### src/rtl/fetch_redirect_ctrl_pkg.sv
// Shared definitions for the fetch redirect controller.
//   state_t  : controller FSM states (BOOT, RUN, MISS, BUBBLE)
//   src_t    : source of the most recent PC load (SEQ, BTB, ID, EX)
//   FETCH_STRIDE : byte advance of one sequential fetch bundle
//   ALIGN_BITS   : low PC bits cleared on every loaded redirect target
package fetch_redirect_ctrl_pkg;

    localparam int FETCH_BANDWIDTH = 4;
    localparam int INST_BYTES      = 8;
    localparam int FETCH_STRIDE    = FETCH_BANDWIDTH * INST_BYTES;
    localparam int ALIGN_BITS      = $clog2(INST_BYTES);

    typedef enum logic [1:0] {
        BOOT   = 2'd0,
        RUN    = 2'd1,
        MISS   = 2'd2,
        BUBBLE = 2'd3
    } state_t;

    typedef enum logic [1:0] {
        SRC_SEQ = 2'd0,
        SRC_BTB = 2'd1,
        SRC_ID  = 2'd2,
        SRC_EX  = 2'd3
    } src_t;

endpackage

### src/rtl/fetch_redirect_ctrl_if.sv
// Bus between the fetch redirect controller and the surrounding pipeline.
//   Inputs to the controller : stall/queue-full, EX and ID redirects with
//                              targets, BTB prediction, I-cache miss/fill.
//   Outputs from controller  : fetch PC, stage-1 valid, flush and cancel
//                              pulses, redirect source.
//   master : pipeline side (drives the requests, observes the PC)
//   slave  : controller side
interface fetch_redirect_ctrl_if #(
    parameter int SIZE_PC = 32
);
    logic               stall_i;
    logic               ctiQueueFull_i;
    logic               recoverEX_i;
    logic [SIZE_PC-1:0] targetEX_i;
    logic               recoverID_i;
    logic [SIZE_PC-1:0] targetID_i;
    logic               btbTaken_i;
    logic [SIZE_PC-1:0] btbTarget_i;
    logic               icacheMiss_i;
    logic               icacheFill_i;

    logic [SIZE_PC-1:0] pc_o;
    logic               fs1Ready_o;
    logic               flushFS_o;
    logic               icacheCancel_o;
    logic [1:0]         redirectSrc_o;

    modport master (
        output stall_i, ctiQueueFull_i, recoverEX_i, targetEX_i,
               recoverID_i, targetID_i, btbTaken_i, btbTarget_i,
               icacheMiss_i, icacheFill_i,
        input  pc_o, fs1Ready_o, flushFS_o, icacheCancel_o, redirectSrc_o
    );

    modport slave (
        input  stall_i, ctiQueueFull_i, recoverEX_i, targetEX_i,
               recoverID_i, targetID_i, btbTaken_i, btbTarget_i,
               icacheMiss_i, icacheFill_i,
        output pc_o, fs1Ready_o, flushFS_o, icacheCancel_o, redirectSrc_o
    );
endinterface

### src/rtl/fetch_redirect_ctrl_next_pc_mux.sv
// Combinational next-PC priority select for the RUN state.
//   pc, cur_src          : current fetch PC and redirect source
//   recover_ex/target_ex : execute-stage redirect (highest priority)
//   recover_id/target_id : decode-stage redirect
//   hold                 : stall or CTI queue full, keep PC and source
//   miss                 : I-cache miss, keep PC (caller enters MISS)
//   btb_taken/btb_target : predicted-taken redirect
//   next_pc, next_src    : selected PC and source
//   sel_ex, sel_id, sel_miss : which rule won
//   ex_pc                : aligned EX target, used outside RUN as well
module fetch_redirect_ctrl_next_pc_mux
    import fetch_redirect_ctrl_pkg::*;
#(
    parameter int SIZE_PC = 32
) (
    input  logic [SIZE_PC-1:0] pc,
    input  src_t               cur_src,
    input  logic               recover_ex,
    input  logic [SIZE_PC-1:0] target_ex,
    input  logic               recover_id,
    input  logic [SIZE_PC-1:0] target_id,
    input  logic               hold,
    input  logic               miss,
    input  logic               btb_taken,
    input  logic [SIZE_PC-1:0] btb_target,
    output logic [SIZE_PC-1:0] next_pc,
    output src_t               next_src,
    output logic               sel_ex,
    output logic               sel_id,
    output logic               sel_miss,
    output logic [SIZE_PC-1:0] ex_pc
);

    function automatic logic [SIZE_PC-1:0] align(input logic [SIZE_PC-1:0] t);
        return {t[SIZE_PC-1:ALIGN_BITS], {ALIGN_BITS{1'b0}}};
    endfunction

    assign ex_pc = align(target_ex);

    always_comb begin
        next_pc  = pc;
        next_src = cur_src;
        sel_ex   = 1'b0;
        sel_id   = 1'b0;
        sel_miss = 1'b0;
        if (recover_ex) begin
            next_pc  = ex_pc;
            next_src = SRC_EX;
            sel_ex   = 1'b1;
        end else if (recover_id) begin
            next_pc  = align(target_id);
            next_src = SRC_ID;
            sel_id   = 1'b1;
        end else if (hold) begin
            next_pc  = pc;
        end else if (miss) begin
            sel_miss = 1'b1;
        end else if (btb_taken) begin
            next_pc  = align(btb_target);
            next_src = SRC_BTB;
        end else begin
            // Sequential advance wraps naturally at 2^SIZE_PC.
            next_pc  = pc + SIZE_PC'(FETCH_STRIDE);
            next_src = SRC_SEQ;
        end
    end

endmodule

### src/rtl/fetch_redirect_ctrl.sv
// Fetch redirect controller: owns the fetch PC, arbitrates redirects,
// holds on stall/miss and inserts a fetch bubble after an EX recovery.
//   clk   : clock, all state updates on the rising edge
//   reset : asynchronous, active-low
//   bus   : fetch_redirect_ctrl_if.slave (requests in, PC/pulses out)
module fetch_redirect_ctrl
    import fetch_redirect_ctrl_pkg::*;
#(
    parameter int              SIZE_PC        = 32,
    parameter logic [SIZE_PC-1:0] RESET_PC    = 32'h0000_2000,
    parameter int              RECOVER_BUBBLE = 2
) (
    input  logic                  clk,
    input  logic                  reset,
    fetch_redirect_ctrl_if.slave  bus
);

    state_t             state_q, state_d;
    logic [SIZE_PC-1:0] pc_q, pc_d;
    src_t               src_q, src_d;
    logic [2:0]         cnt_q, cnt_d;
    logic               flush_q, flush_d;
    logic               cancel_q, cancel_d;
    logic               fs1_ready;

    logic [SIZE_PC-1:0] mux_pc;
    src_t               mux_src;
    logic               sel_ex, sel_id, sel_miss;
    logic [SIZE_PC-1:0] ex_pc;

    fetch_redirect_ctrl_next_pc_mux #(.SIZE_PC(SIZE_PC)) u_next_pc_mux (
        .pc         (pc_q),
        .cur_src    (src_q),
        .recover_ex (bus.recoverEX_i),
        .target_ex  (bus.targetEX_i),
        .recover_id (bus.recoverID_i),
        .target_id  (bus.targetID_i),
        .hold       (bus.stall_i | bus.ctiQueueFull_i),
        .miss       (bus.icacheMiss_i),
        .btb_taken  (bus.btbTaken_i),
        .btb_target (bus.btbTarget_i),
        .next_pc    (mux_pc),
        .next_src   (mux_src),
        .sel_ex     (sel_ex),
        .sel_id     (sel_id),
        .sel_miss   (sel_miss),
        .ex_pc      (ex_pc)
    );

    always_ff @(posedge clk or negedge reset) begin
        if (!reset) begin
            state_q  <= BOOT;
            pc_q     <= RESET_PC;
            src_q    <= SRC_SEQ;
            cnt_q    <= 3'd0;
            flush_q  <= 1'b0;
            cancel_q <= 1'b0;
        end else begin
            state_q  <= state_d;
            pc_q     <= pc_d;
            src_q    <= src_d;
            cnt_q    <= cnt_d;
            flush_q  <= flush_d;
            cancel_q <= cancel_d;
        end
    end

    always_comb begin
        state_d   = state_q;
        pc_d      = pc_q;
        src_d     = src_q;
        cnt_d     = cnt_q;
        flush_d   = 1'b0;
        cancel_d  = 1'b0;
        fs1_ready = 1'b0;

        // An EX recovery from any active state enters the bubble; with a
        // zero-length bubble it resumes fetching directly.
        if (state_q != BOOT && bus.recoverEX_i) begin
            if (RECOVER_BUBBLE == 0) begin
                state_d = RUN;
                cnt_d   = 3'd0;
            end else begin
                state_d = BUBBLE;
                cnt_d   = 3'(RECOVER_BUBBLE);
            end
        end

        case (state_q)
            BOOT: begin
                state_d = RUN;
            end
            RUN: begin
                fs1_ready = ~bus.stall_i & ~bus.ctiQueueFull_i & ~bus.icacheMiss_i;
                pc_d      = mux_pc;
                src_d     = mux_src;
                flush_d   = sel_ex | sel_id;
                if (sel_miss) state_d = MISS;
            end
            MISS: begin
                // Recovery beats a simultaneous fill; the outstanding miss
                // is abandoned.
                if (bus.recoverEX_i) begin
                    pc_d     = ex_pc;
                    src_d    = SRC_EX;
                    flush_d  = 1'b1;
                    cancel_d = 1'b1;
                end else if (bus.icacheFill_i) begin
                    state_d = RUN;
                end
            end
            BUBBLE: begin
                if (bus.recoverEX_i) begin
                    pc_d    = ex_pc;
                    src_d   = SRC_EX;
                    flush_d = 1'b1;
                end else if (cnt_q <= 3'd1) begin
                    state_d = RUN;
                    cnt_d   = 3'd0;
                end else begin
                    cnt_d = cnt_q - 3'd1;
                end
            end
            default: begin
                state_d = BOOT;
            end
        endcase
    end

    assign bus.pc_o           = pc_q;
    assign bus.fs1Ready_o     = fs1_ready;
    assign bus.flushFS_o      = flush_q;
    assign bus.icacheCancel_o = cancel_q;
    assign bus.redirectSrc_o  = src_q;

endmodule

### src/flat_wrapper.sv
// flat-port wrapper written by rule: the top's interface ports become plain ports
module fetch_redirect_ctrl_flat import fetch_redirect_ctrl_pkg::*;
#(
    parameter int              SIZE_PC        = 32,
    parameter logic [SIZE_PC-1:0] RESET_PC    = 32'h0000_2000,
    parameter int              RECOVER_BUBBLE = 2
)
  (clk, reset, bus_stall_i, bus_ctiQueueFull_i, bus_recoverEX_i, bus_targetEX_i, bus_recoverID_i, bus_targetID_i, bus_btbTaken_i, bus_btbTarget_i, bus_icacheMiss_i, bus_icacheFill_i, bus_pc_o, bus_fs1Ready_o, bus_flushFS_o, bus_icacheCancel_o, bus_redirectSrc_o);
  fetch_redirect_ctrl_if #(.SIZE_PC(SIZE_PC)) bus_i ();
  input  logic clk;
  input  logic reset;
  input wire logic [$bits(bus_i.stall_i)-1:0] bus_stall_i;
  input wire logic [$bits(bus_i.ctiQueueFull_i)-1:0] bus_ctiQueueFull_i;
  input wire logic [$bits(bus_i.recoverEX_i)-1:0] bus_recoverEX_i;
  input wire logic [$bits(bus_i.targetEX_i)-1:0] bus_targetEX_i;
  input wire logic [$bits(bus_i.recoverID_i)-1:0] bus_recoverID_i;
  input wire logic [$bits(bus_i.targetID_i)-1:0] bus_targetID_i;
  input wire logic [$bits(bus_i.btbTaken_i)-1:0] bus_btbTaken_i;
  input wire logic [$bits(bus_i.btbTarget_i)-1:0] bus_btbTarget_i;
  input wire logic [$bits(bus_i.icacheMiss_i)-1:0] bus_icacheMiss_i;
  input wire logic [$bits(bus_i.icacheFill_i)-1:0] bus_icacheFill_i;
  output wire logic [$bits(bus_i.pc_o)-1:0] bus_pc_o;
  output wire logic [$bits(bus_i.fs1Ready_o)-1:0] bus_fs1Ready_o;
  output wire logic [$bits(bus_i.flushFS_o)-1:0] bus_flushFS_o;
  output wire logic [$bits(bus_i.icacheCancel_o)-1:0] bus_icacheCancel_o;
  output wire logic [$bits(bus_i.redirectSrc_o)-1:0] bus_redirectSrc_o;
  assign bus_i.stall_i = bus_stall_i;
  assign bus_i.ctiQueueFull_i = bus_ctiQueueFull_i;
  assign bus_i.recoverEX_i = bus_recoverEX_i;
  assign bus_i.targetEX_i = bus_targetEX_i;
  assign bus_i.recoverID_i = bus_recoverID_i;
  assign bus_i.targetID_i = bus_targetID_i;
  assign bus_i.btbTaken_i = bus_btbTaken_i;
  assign bus_i.btbTarget_i = bus_btbTarget_i;
  assign bus_i.icacheMiss_i = bus_icacheMiss_i;
  assign bus_i.icacheFill_i = bus_icacheFill_i;
  assign bus_pc_o = bus_i.pc_o;
  assign bus_fs1Ready_o = bus_i.fs1Ready_o;
  assign bus_flushFS_o = bus_i.flushFS_o;
  assign bus_icacheCancel_o = bus_i.icacheCancel_o;
  assign bus_redirectSrc_o = bus_i.redirectSrc_o;
  fetch_redirect_ctrl #(.SIZE_PC(SIZE_PC), .RESET_PC(RESET_PC), .RECOVER_BUBBLE(RECOVER_BUBBLE)) u_core (.clk(clk), .reset(reset), .bus(bus_i));
endmodule
### config.mk
export PLATFORM = sky130hd
export DESIGN_NAME = fetch_redirect_ctrl_flat
export DESIGN_NICKNAME = d
export VERILOG_FILES = /design/src/rtl/fetch_redirect_ctrl_pkg.sv /design/src/rtl/fetch_redirect_ctrl_if.sv /design/src/rtl/fetch_redirect_ctrl_next_pc_mux.sv /design/src/rtl/fetch_redirect_ctrl.sv /design/src/flat_wrapper.sv
export SDC_FILE = /design/constraint.sdc
export NUM_CORES = 1
export LEC_CHECK = 0
export CAP_MARGIN = 10
export CORE_ASPECT_RATIO = 1.2
export CORE_UTILIZATION = 30
export DETAILED_ROUTE_END_ITERATION = 10
export GPL_TIMING_DRIVEN = 0
export PLACE_DENSITY = 0.58
export SYNTH_ARGS = -nofsm -noshare
export SYNTH_HDL_FRONTEND = slang
export SYNTH_SLANG_ARGS = --single-unit
export TNS_END_PERCENT = 1
### constraint.sdc
create_clock -name clk -period 2.1 [get_ports clk]
set_input_delay 0.42 -clock clk [delete_from_list [all_inputs] [get_ports clk]]
set_output_delay 0.42 -clock clk [all_outputs]
set_load 0.05 [all_outputs]
==> results of run 1 <==
==> state kept, by name, summed over array words and instances, names as in the netlist <==
signal	count
u_core.bus.flushFS_o	1
u_core.bus.icacheCancel_o	1
u_core.bus.pc_o	29
u_core.bus.redirectSrc_o	2
u_core.cnt_q	3
u_core.state_q	2
==> timing repair <==
item	in CTS	in global routing
gates resized for setup	30	27
pin swaps	3	2
hold buffers	0	0
endpoints found under the setup margin	36	35
buffers inserted	2	0
hold endpoints to repair	0	0
==> power groups by stage <==
stage                     Clock [uW]  Combinational [uW]  Sequential [uW]
after floorplan                    0                1370             2380
after global placement             0                3460             1550
final                            815                3570             1570
after global routing             849                3800             1630
after detailed placement           0                3490             1560
after CTS                        808                3530             1550
==> per-layer routing <==
metal / vias up / global-route usage (%) / wire length, um
met5: - / 0 / 0
met4: 0 / 7.58 / 185
met3: 17 / 3.27 / 842
met2: 178 / 43.9 / 7240
met1: 1919 / 30.6 / 5840
li1: 1856 / - / -
==> cells by family after synthesis <==
| group | synth area share, % |
|---|---|
| mux | 3.43 |
| buf+inv | 6.87 |
| xor+xnor | 0.793 |
| fa+ha+maj | 1.13 |
| compound gates | 34.5 |
| other cells | 0.113 |
| flops | 28.7 |
| simple gates | 24.4 |
==> through the flow <==
stage | cells | worst slack (ns) | hold WS, ns
2_1_floorplan | 405 | 0.0133 | 0.124
3_3_place_gp | 662 | -0.666 | 0.461
3_5_place_dp | 663 | -0.705 | 0.425
4_1_cts | 673 | 0.00236 | 0.121
5_1_grt | 673 | -0.0902 | 0.136
6_report | 673 | 0.000697 | 0.106
==> cells in the final DEF (no fill, tap or decap), drive strengths merged, types with 5 or more instances in the layout <==
cell,n
clkdlybuf4s50,116
dfrtp,37
o21ai,31
nand2,29
nor2,28
clkbuf,24
buf,23
a21oi,19
nor3,16
inv,13
a31oi,12
nor2b,10
or3,10
nor4,10
nand4,10
nand3,9
a221oi,9
mux2i,8
o21a,7
nand2b,7
a211oi,7
a211o,6
o211ai,6
dlymetal6s2s,6
o221ai,5
o31ai,5
a221o,5
==> worst paths after layout <==
| check | endpoint | slack [ns] | cells after the start |
|---|---|---|---|
| worst min register to register | u_core.bus.redirectSrc_o[1] | 0.48 | 1 |
| worst max register to register | u_core.bus.pc_o[27] | 0.06 | 4 |
| worst max-delay path | u_core.bus.pc_o[31] | 0.0007 | 7 |
| min in group clk | u_core.bus.redirectSrc_o[1] | 0.48 | 1 |
| max in group asynchronous | u_core.bus.pc_o[31] | 1.49 | 2 |
| worst min-delay path | u_core.bus.pc_o[6] | 0.11 | 1 |
==> worst reg2reg max path: cells and delay by family (launching register included) <==
family / cells / cell delay, ns
AO/OA/AOI/OAI: 1 / 0.22
flip-flops: 1 / 0.50
AND/OR/NAND/NOR: 3 / 1.21
==> layout make-up <==
class,count,area (um^2)
buffer,36,231
clock buffer,6,139
clock inverter,2,12.5
fill,1069,5560
inverter,13,48.8
multi-input combinational,318,2190
sequential,38,953
tap,129,161
timing repair buffer,131,1330
==> results.yml, run 1 <==
status:
  status: "complete, but fails checks"
  violations: "design-rule violations"
timing:
  hold_viol: 0
  setup_viol: 0
  tightest_slew_ns: 0.701
  maxSlewViolCount: 0
  rsz0062_at_grt: "true"
  max_freq_ghz: 0.476
  skew_ns: 0.00720
  period_share_pct: 100
  setup-tns-final_ns: 0
  finalCriticalPeriod_ns: 2.10
  slew_headroom_pct: 53.2
power:
  power.share.clock_pct: 13.7
  power.switching_uw: 3100
  combPwrFrac_pct: 60.0
  peakVddDrop_uv: 586
  power.leakage_uw: 0.00192
  p_seq_share_pct: 26.3
  internal-power_uw: 2850
  total_power_uw: 5960
  swShare_pct: 52.1
  p_per_area_nw_per_um2: 1180
critical_path:
  start_kind: "input pin"
  cp_slowest_stage_delay_ns: 0.54
  reg2reg_from: "u_core.bus.pc_o[17]"
  path_max_fanout: 10
  path_class: "input pin to register"
  crit_chain: "clkdlybuf4s50_1 > clkbuf_2 > clkbuf_4 > nor2b_1 > a2111oi_1 > a211oi_1 > a31oi_1"
  required_ns: 2.30
  crit_path_end_kind: "register"
  critPathLaunch: "bus_recoverID_i"
  worst-path-buf-inv: 3
  critical-path-top-delay-family: "buffers and inverters"
  cp_data_arrival_time_ns: 2.30
  crit_path_top_delay_cell: "a2111oi_1"
route:
  dr.pass1.iters: 10
  dr_total_vias: 3970
  totalWireLength_um: 14100
  route.antenna.remaining_nets: 0
  vias_per_cell: 5.90
  drc_errors: 8
  wl_per_cell_um: 21.0
  drt_iter0_drc: 309
cts:
  clk_pin_slew_ns: 0.07
  clk_latency_ns: 0.29
  cts_root_buf: "clkbuf_16"
  clock_sinks: 38
  cts_buffers: 5
  h-tree-depth: 2
  cts_tree: "done"
  clk_path_buf_depth: 2
layout:
  layout-drive-gt1-share_pct: 12.3
  areaGrowthSynthToFinish_pct: 52.7
  antenna_cells: 0
  final_util_pct: 47.7
  layout.nets: 651
  fin_area_um2: 5060
grt:
  antenna_found_initial: 0
  grt_max_degree: 21
  grt_pass1_vias: 3892
  overflow: 0
  grt.total_usage_pct: 24.5
  grt_pass1_wl_um: 21400
synth:
  ys_ff_latch: 38
  yosysSeqAreaShare_pct: 28.7
  synth_area_leaders: "dfrtp_1 28%, o21ai_0 3.8%, nand2_1 3.2%, nor2_1 3.2%, a21oi_1 2.9%"
  yosys_warnings: 0
  synth_ff_type: "dfrtp_1"
  yosysMostFrequentCell: "dfrtp_1"
  synthesis.area_um2: 3320
  syn_inst: 403
  async_reset_ff_share_pct: 100
  synthTopCellsByCount: "37 x dfrtp_1, 28 x nand2_1, 28 x nor2_1"
  synthDistinctLibCells: 73
  synth_edf_count: 0
  avgSynthCellArea_um2: 8.23
  yosys.area.top_type: "dfrtp_1"
  synth_top_area_share_pct: 27.9
placement:
  place_area_um2: 4790
  port_buffers: 128
  dp_hpwl_um: 10500
  gp_congestion: 0.904
floorplanning:
  die_area_um2: 11500
  die_w_um: 98.0
  coreArea_um2: 10600
  start_util_pct: 31.2
  die_h_um: 117
  rows: 41
  ioPinCount: 142
hold_path:
  hp-class: "input pin to asynchronous set/reset pin"
run:
  cap_violations: 0
Power figures use the tool's default switching activity.
==> inputs of run 2 (changes only) <==
--- a/config.mk
+++ b/config.mk
@@ -11,6 +11,7 @@
 export DETAILED_ROUTE_END_ITERATION = 10
 export GPL_TIMING_DRIVEN = 0
 export PLACE_DENSITY = 0.58
+export RECOVER_POWER = 25
 export SYNTH_ARGS = -nofsm -noshare
 export SYNTH_HDL_FRONTEND = slang
 export SYNTH_SLANG_ARGS = --single-unit
==> constraint.sdc (replaced) <==
create_clock -name clk -period 2.12 [get_ports clk]
set_input_delay 0.424 -clock clk [delete_from_list [all_inputs] [get_ports clk]]
set_output_delay 0.424 -clock clk [all_outputs]
set_load 0.05 [all_outputs]
==> results.yml, run 2 (synthesized netlist as in run 1, its figures left out) <==
run:
  cap_violations: 0
timing:
  slew_headroom_pct: 24.1
  rsz0062_at_grt: "true"
  tightest_slew_ns: 1.14
  maxSlewViolCount: 0
  setup_viol: 0
  setup-tns-final_ns: 0
  period_share_pct: 98.7
  hold_viol: 0
  finalCriticalPeriod_ns: 2.09
  skew_ns: 0.00610
  max_freq_ghz: 0.478
critical_path:
  critPathLaunch: "bus_recoverID_i"
  path_max_fanout: 10
  cp_data_arrival_time_ns: 2.30
  reg2reg_to: "u_core.bus.pc_o[27]"
  crit_path_top_delay_cell: "a2111oi_1"
  crit_chain: "clkdlybuf4s50_1 > clkbuf_2 > clkbuf_4 > nor2b_1 > a2111oi_1 > a211oi_1 > a31oi_1"
  cp_slowest_stage_delay_ns: 0.54
  r2r_setup_slack_ns: 0.09
  path_class: "input pin to register"
  start_kind: "input pin"
  required_ns: 2.32
  reg2reg_from: "u_core.bus.pc_o[17]"
  r2r_cells: 4
  crit_path_end_kind: "register"
cts:
  h-tree-depth: 2
  clock_sinks: 38
  hold_buffers: 0
  clk_path_buf_depth: 2
  cts_tree: "done"
  clk_pin_slew_ns: 0.06
  clk_latency_ns: 0.29
  cts_buffers: 5
  cts_root_buf: "clkbuf_16"
floorplanning:
  die_w_um: 98.0
  start_util_pct: 31.2
  ioPinCount: 142
  die_h_um: 117
  coreArea_um2: 10600
  rows: 41
  die_area_um2: 11500
layout:
  multi_input_area_um2: 2190
  final_common_cell: "clkdlybuf4s50_1"
  largest_reg_flops: 29
  antenna_cells: 0
  layout.nets: 651
  areaGrowthSynthToFinish_pct: 51.7
  regArea_um2: 952
  fin_area_um2: 5030
  final_cell_mix: "117 x clkdlybuf4s50_1, 37 x dfrtp_1, 28 x nand2_1"
  layout-drive-gt1-share_pct: 11.9
  fill_cells: 1070
  final_util_pct: 47.4
route:
  drt_iter0_drc: 290
  dr_wl_met3_um: 947
  route.antenna.remaining_nets: 0
  wl_met2_um: 7340
  dr_total_vias: 3972
  drc_errors: 8
  met1_length_um: 5700
  vias_per_cell: 5.90
  dr.pass1.iters: 8
  totalWireLength_um: 14100
  top_layer: "met4"
  wl_per_cell_um: 21.0
grt:
  overflow: 0
  antenna_found_initial: 0
  grt_pass1_vias: 3892
  grt_max_degree: 21
  grt_pass1_wl_um: 21400
  grt.total_usage_pct: 24.5
status:
  violations: "design-rule violations"
  status: "complete, but fails checks"
power:
  total_power_uw: 5880
  power.leakage_uw: 0.00190
  peakVddDrop_uv: 580
  p_per_area_nw_per_um2: 1170
placement:
  place_area_um2: 4790
  dp_hpwl_um: 10500
  port_buffers: 128
  gp_congestion: 0.904
hold_path:
  hp-class: "input pin to asynchronous set/reset pin"
-- run 2: cell count changes in the layout (fill, tap and decap cells not counted), sizes merged --
cell and delta:
buf -2, clkbuf +2, clkdlybuf4s50 +1, dlygate4sd2 -1
-- run 2: power by group --
| part | internal [uW] | leakage (uW) | switching (uW) |
|---|---|---|---|
| registers | 1040 | 0.000438 | 515 |
| logic | 1310 | 0.00139 | 2210 |
| clock network | 467 | 0.0000729 | 335 |
-- run 2: per-layer routing --
metal,track usage [%],vias up
li1,-,1847
met1,30.6,1913
met2,43.9,199
met3,3.27,13
met4,7.58,0
met5,0,-
-- run 2: how the worst max path moves through the flow --
stage / slack [ns] / depth (start not counted) / endpoint
global route: -0.07 / 7 / u_core.bus.pc_o[31]
floorplan: 0.03 / 5 / u_core.bus.pc_o[27]
CTS: 0.001 / 8 / u_core.bus.pc_o[10]
finish: 0.03 / 7 / u_core.bus.pc_o[31]
global placement: -0.65 / 5 / bus_fs1Ready_o
detailed placement: -0.69 / 7 / u_core.bus.pc_o[6]
-- run 2: critical path: cells and delay by family --
family	cells	cell delay, ns
AOI/OAI and AO/OA	3	0.80
buffers and inverters	3	0.90
and+or+nand+nor	1	0.16
-- run 2: repair_timing --
action,CTS,global route
gates cloned,0,0
buffers inserted,2,0
pin swaps,2,1
gates resized for setup,27,24
endpoints found under the setup margin,33,34
-- run 2: metrics by stage --
step | std cells | hold WS (ns) | setup WS, ns
2_1_floorplan | 405 | 0.128 | 0.0333
3_3_place_gp | 662 | 0.461 | -0.654
3_5_place_dp | 663 | 0.429 | -0.689
4_1_cts | 673 | 0.125 | 0.00113
5_1_grt | 673 | 0.421 | -0.0742
6_report | 673 | 0.335 | 0.0274
-- run 2: layout make-up --
| type | instances | area share, % |
|---|---|---|
| flip-flops and latches | 38 | 18.9 |
| clock inverters | 2 | 0.249 |
| clock buffers | 6 | 2.76 |
| plain buffers | 36 | 4.40 |
| repair buffers | 131 | 26.0 |
| inverters | 13 | 0.970 |
| multi-input cells | 318 | 43.5 |
| well taps | 129 | 3.21 |
==> inputs of run 3 (changes only) <==
--- a/config.mk
+++ b/config.mk
@@ -9,8 +9,9 @@
 export CORE_ASPECT_RATIO = 1.2
 export CORE_UTILIZATION = 30
 export DETAILED_ROUTE_END_ITERATION = 10
+export DONT_BUFFER_PORTS = 1
 export GPL_TIMING_DRIVEN = 0
-export PLACE_DENSITY = 0.58
+export PLACE_DENSITY = 0.42
 export RECOVER_POWER = 25
 export SYNTH_ARGS = -nofsm -noshare
 export SYNTH_HDL_FRONTEND = slang
==> results.yml, run 3 (synthesized netlist as in run 1, its figures left out) <==
status:
  status: "complete, but fails checks"
  violations: "design-rule violations, negative setup slack"
critical_path:
  path_class: "register to register"
  cp_slowest_stage_delay_ns: 0.75
  crit_path_top_delay_cell: "dfstp_4"
  start_kind: "register"
  crit_path_end_kind: "register"
  critPathLaunch: "u_core.bus.pc_o[13]"
  path_max_fanout: 8
  reg2reg_from: "u_core.bus.pc_o[13]"
  r2r_setup_slack_ns: -0.04
  reg2reg_to: "u_core.bus.pc_o[23]"
  r2r_cells: 4
  crit_chain: "nand4_4 > nor4_4 > o221ai_1 > o31a_1"
  required_ns: 2.30
  cp_data_arrival_time_ns: 2.33
  cp-endpoint: "u_core.bus.pc_o[23]"
placement:
  dp_hpwl_um: 10500
  place_area_um2: 3480
  port_buffers: 0
  dp_cells: 534
  gp_congestion: 0.837
route:
  drc_errors: 9
  route.antenna.remaining_nets: 0
  dr.pass1.iters: 9
  vias_per_cell: 6.38
  totalWireLength_um: 14300
  wl_per_cell_um: 26.1
  drt_iter0_drc: 191
  dr_total_vias: 3486
floorplanning:
  die_w_um: 98.0
  rows: 41
  coreArea_um2: 10600
  die_h_um: 117
  ioPinCount: 142
  start_util_pct: 31.2
  die_area_um2: 11500
timing:
  hold_slack_ns: 0.266
  max_freq_ghz: 0.464
  finalCriticalPeriod_ns: 2.16
  slew_headroom_pct: 19.7
  tightest_slew_ns: 1.20
  rsz0062_at_grt: "true"
  maxSlewViolCount: 0
  period_share_pct: 102
  hold_viol: 0
  layout_setup_ws_ns: -0.0363
  skew_ns: 0.00666
  setup_viol: 1
cts:
  cts_buffers: 5
  clk_path_buf_depth: 2
  cts_tree: "done"
  cts_root_buf: "clkbuf_16"
  clock_sinks: 38
  clk_pin_slew_ns: 0.07
  clk_latency_ns: 0.29
  h-tree-depth: 2
grt:
  antenna_found_initial: 0
  grt_max_degree: 39
  grt_pass1_wl_um: 21300
  grt.total_usage_pct: 25.0
  grt_pass1_vias: 3469
  overflow: 0
layout:
  final_common_cell: "nand2_1"
  layout-drive-gt1-share_pct: 19.4
  areaGrowthSynthToFinish_pct: 13.8
  largest_reg_flops: 29
  antenna_cells: 0
  final_util_pct: 35.5
  layout.nets: 524
  layoutNonFillerInstCount: 546
  final_cell_mix: "28 x nand2_1, 27 x nor2_1, 25 x o21ai_0"
  fin_area_um2: 3770
power:
  peakVddDrop_uv: 640
  internal-power_uw: 2290
  swShare_pct: 56.9
  combPwrFrac_pct: 35.3
  power.share.clock_pct: 15.4
  power.leakage_uw: 0.00132
  power.switching_uw: 3030
  total_power_uw: 5320
  p_seq_share_pct: 49.3
  p_per_area_nw_per_um2: 1410
hold_path:
  hp-class: "input pin to register"
run:
  cap_violations: 0
run 3: cell count changes in the layout (fill, tap and decap cells not counted), moves of 3 or more:
cell	previous run	this run
buf_2	8	14
clkbuf_2	5	8
dlymetal6s2s_1	6	0
dfrtp_1	37	19
clkbuf_4	5	0
buf_6	5	2
dfrtp_4	0	3
clkdlybuf4s50_1	117	0
dlygate4sd2_1	3	0
dfrtp_2	0	15
run 3: power groups by stage:
stage	clock [uW]	sequential [uW]	combinational, uW
after floorplan	0	2360	1360
after global placement	0	2540	1780
after detailed placement	0	2540	1790
after CTS	828	2590	1860
after global routing	860	2690	2090
final	819	2620	1880
run 3: cell type report:
type / count / area (um^2)
plain buffers: 35 / 184
clock buffers: 7 / 143
clock inverters: 1 / 5.00
fillers: 1131 / 6840
inverters: 13 / 48.8
multi-input cells: 318 / 2210
flip-flops and latches: 38 / 986
well taps: 129 / 161
repair buffers: 5 / 37.5
run 3: per-layer routing:
metal	vias up	routed length [um]	track usage (%)
li1	1595	-	-
met1	1720	5850	30.6
met2	152	7030	43.4
met3	19	1120	6.06
met4	0	264	8.18
met5	-	0	0
run 3: metrics by stage:
step	setup TNS, ns	setup slack [ns]
2_1_floorplan	0	0.0333
3_3_place_gp	-6.32	-0.582
3_5_place_dp	-6.61	-0.567
4_1_cts	-0.0489	-0.0329
5_1_grt	-0.755	-0.137
6_report	-0.0363	-0.0363
run 3: worst min-delay path by stage:
stage                       start                    to  slack, ns  cells after the start
2_1_floorplan               reset  u_core.bus.flushFS_o       0.13                      0
3_3_place_gp                reset       u_core.cnt_q[0]       0.13                      0
3_5_place_dp                reset       u_core.cnt_q[0]       0.13                      0
4_1_cts        bus_targetID_i[10]   u_core.bus.pc_o[10]       0.26                      2
5_1_grt        bus_targetID_i[10]   u_core.bus.pc_o[10]       0.27                      2
6_report       bus_targetID_i[10]   u_core.bus.pc_o[10]       0.27                      2
run 3: critical path, delay by kind of cell (launching register included):
kind | cells | cell delay, ns
AND/OR/NAND/NOR | 2 | 0.81
flip-flops | 1 | 0.75
AO/OA/AOI/OAI | 2 | 0.49
run 3: timing repair:
item	CTS	global route
endpoints found under the setup margin	20	21
endpoints found under the hold margin	38	0
setup buffers	3	0
pin swaps	2	2
hold buffers	2	0
resized for setup	28	15
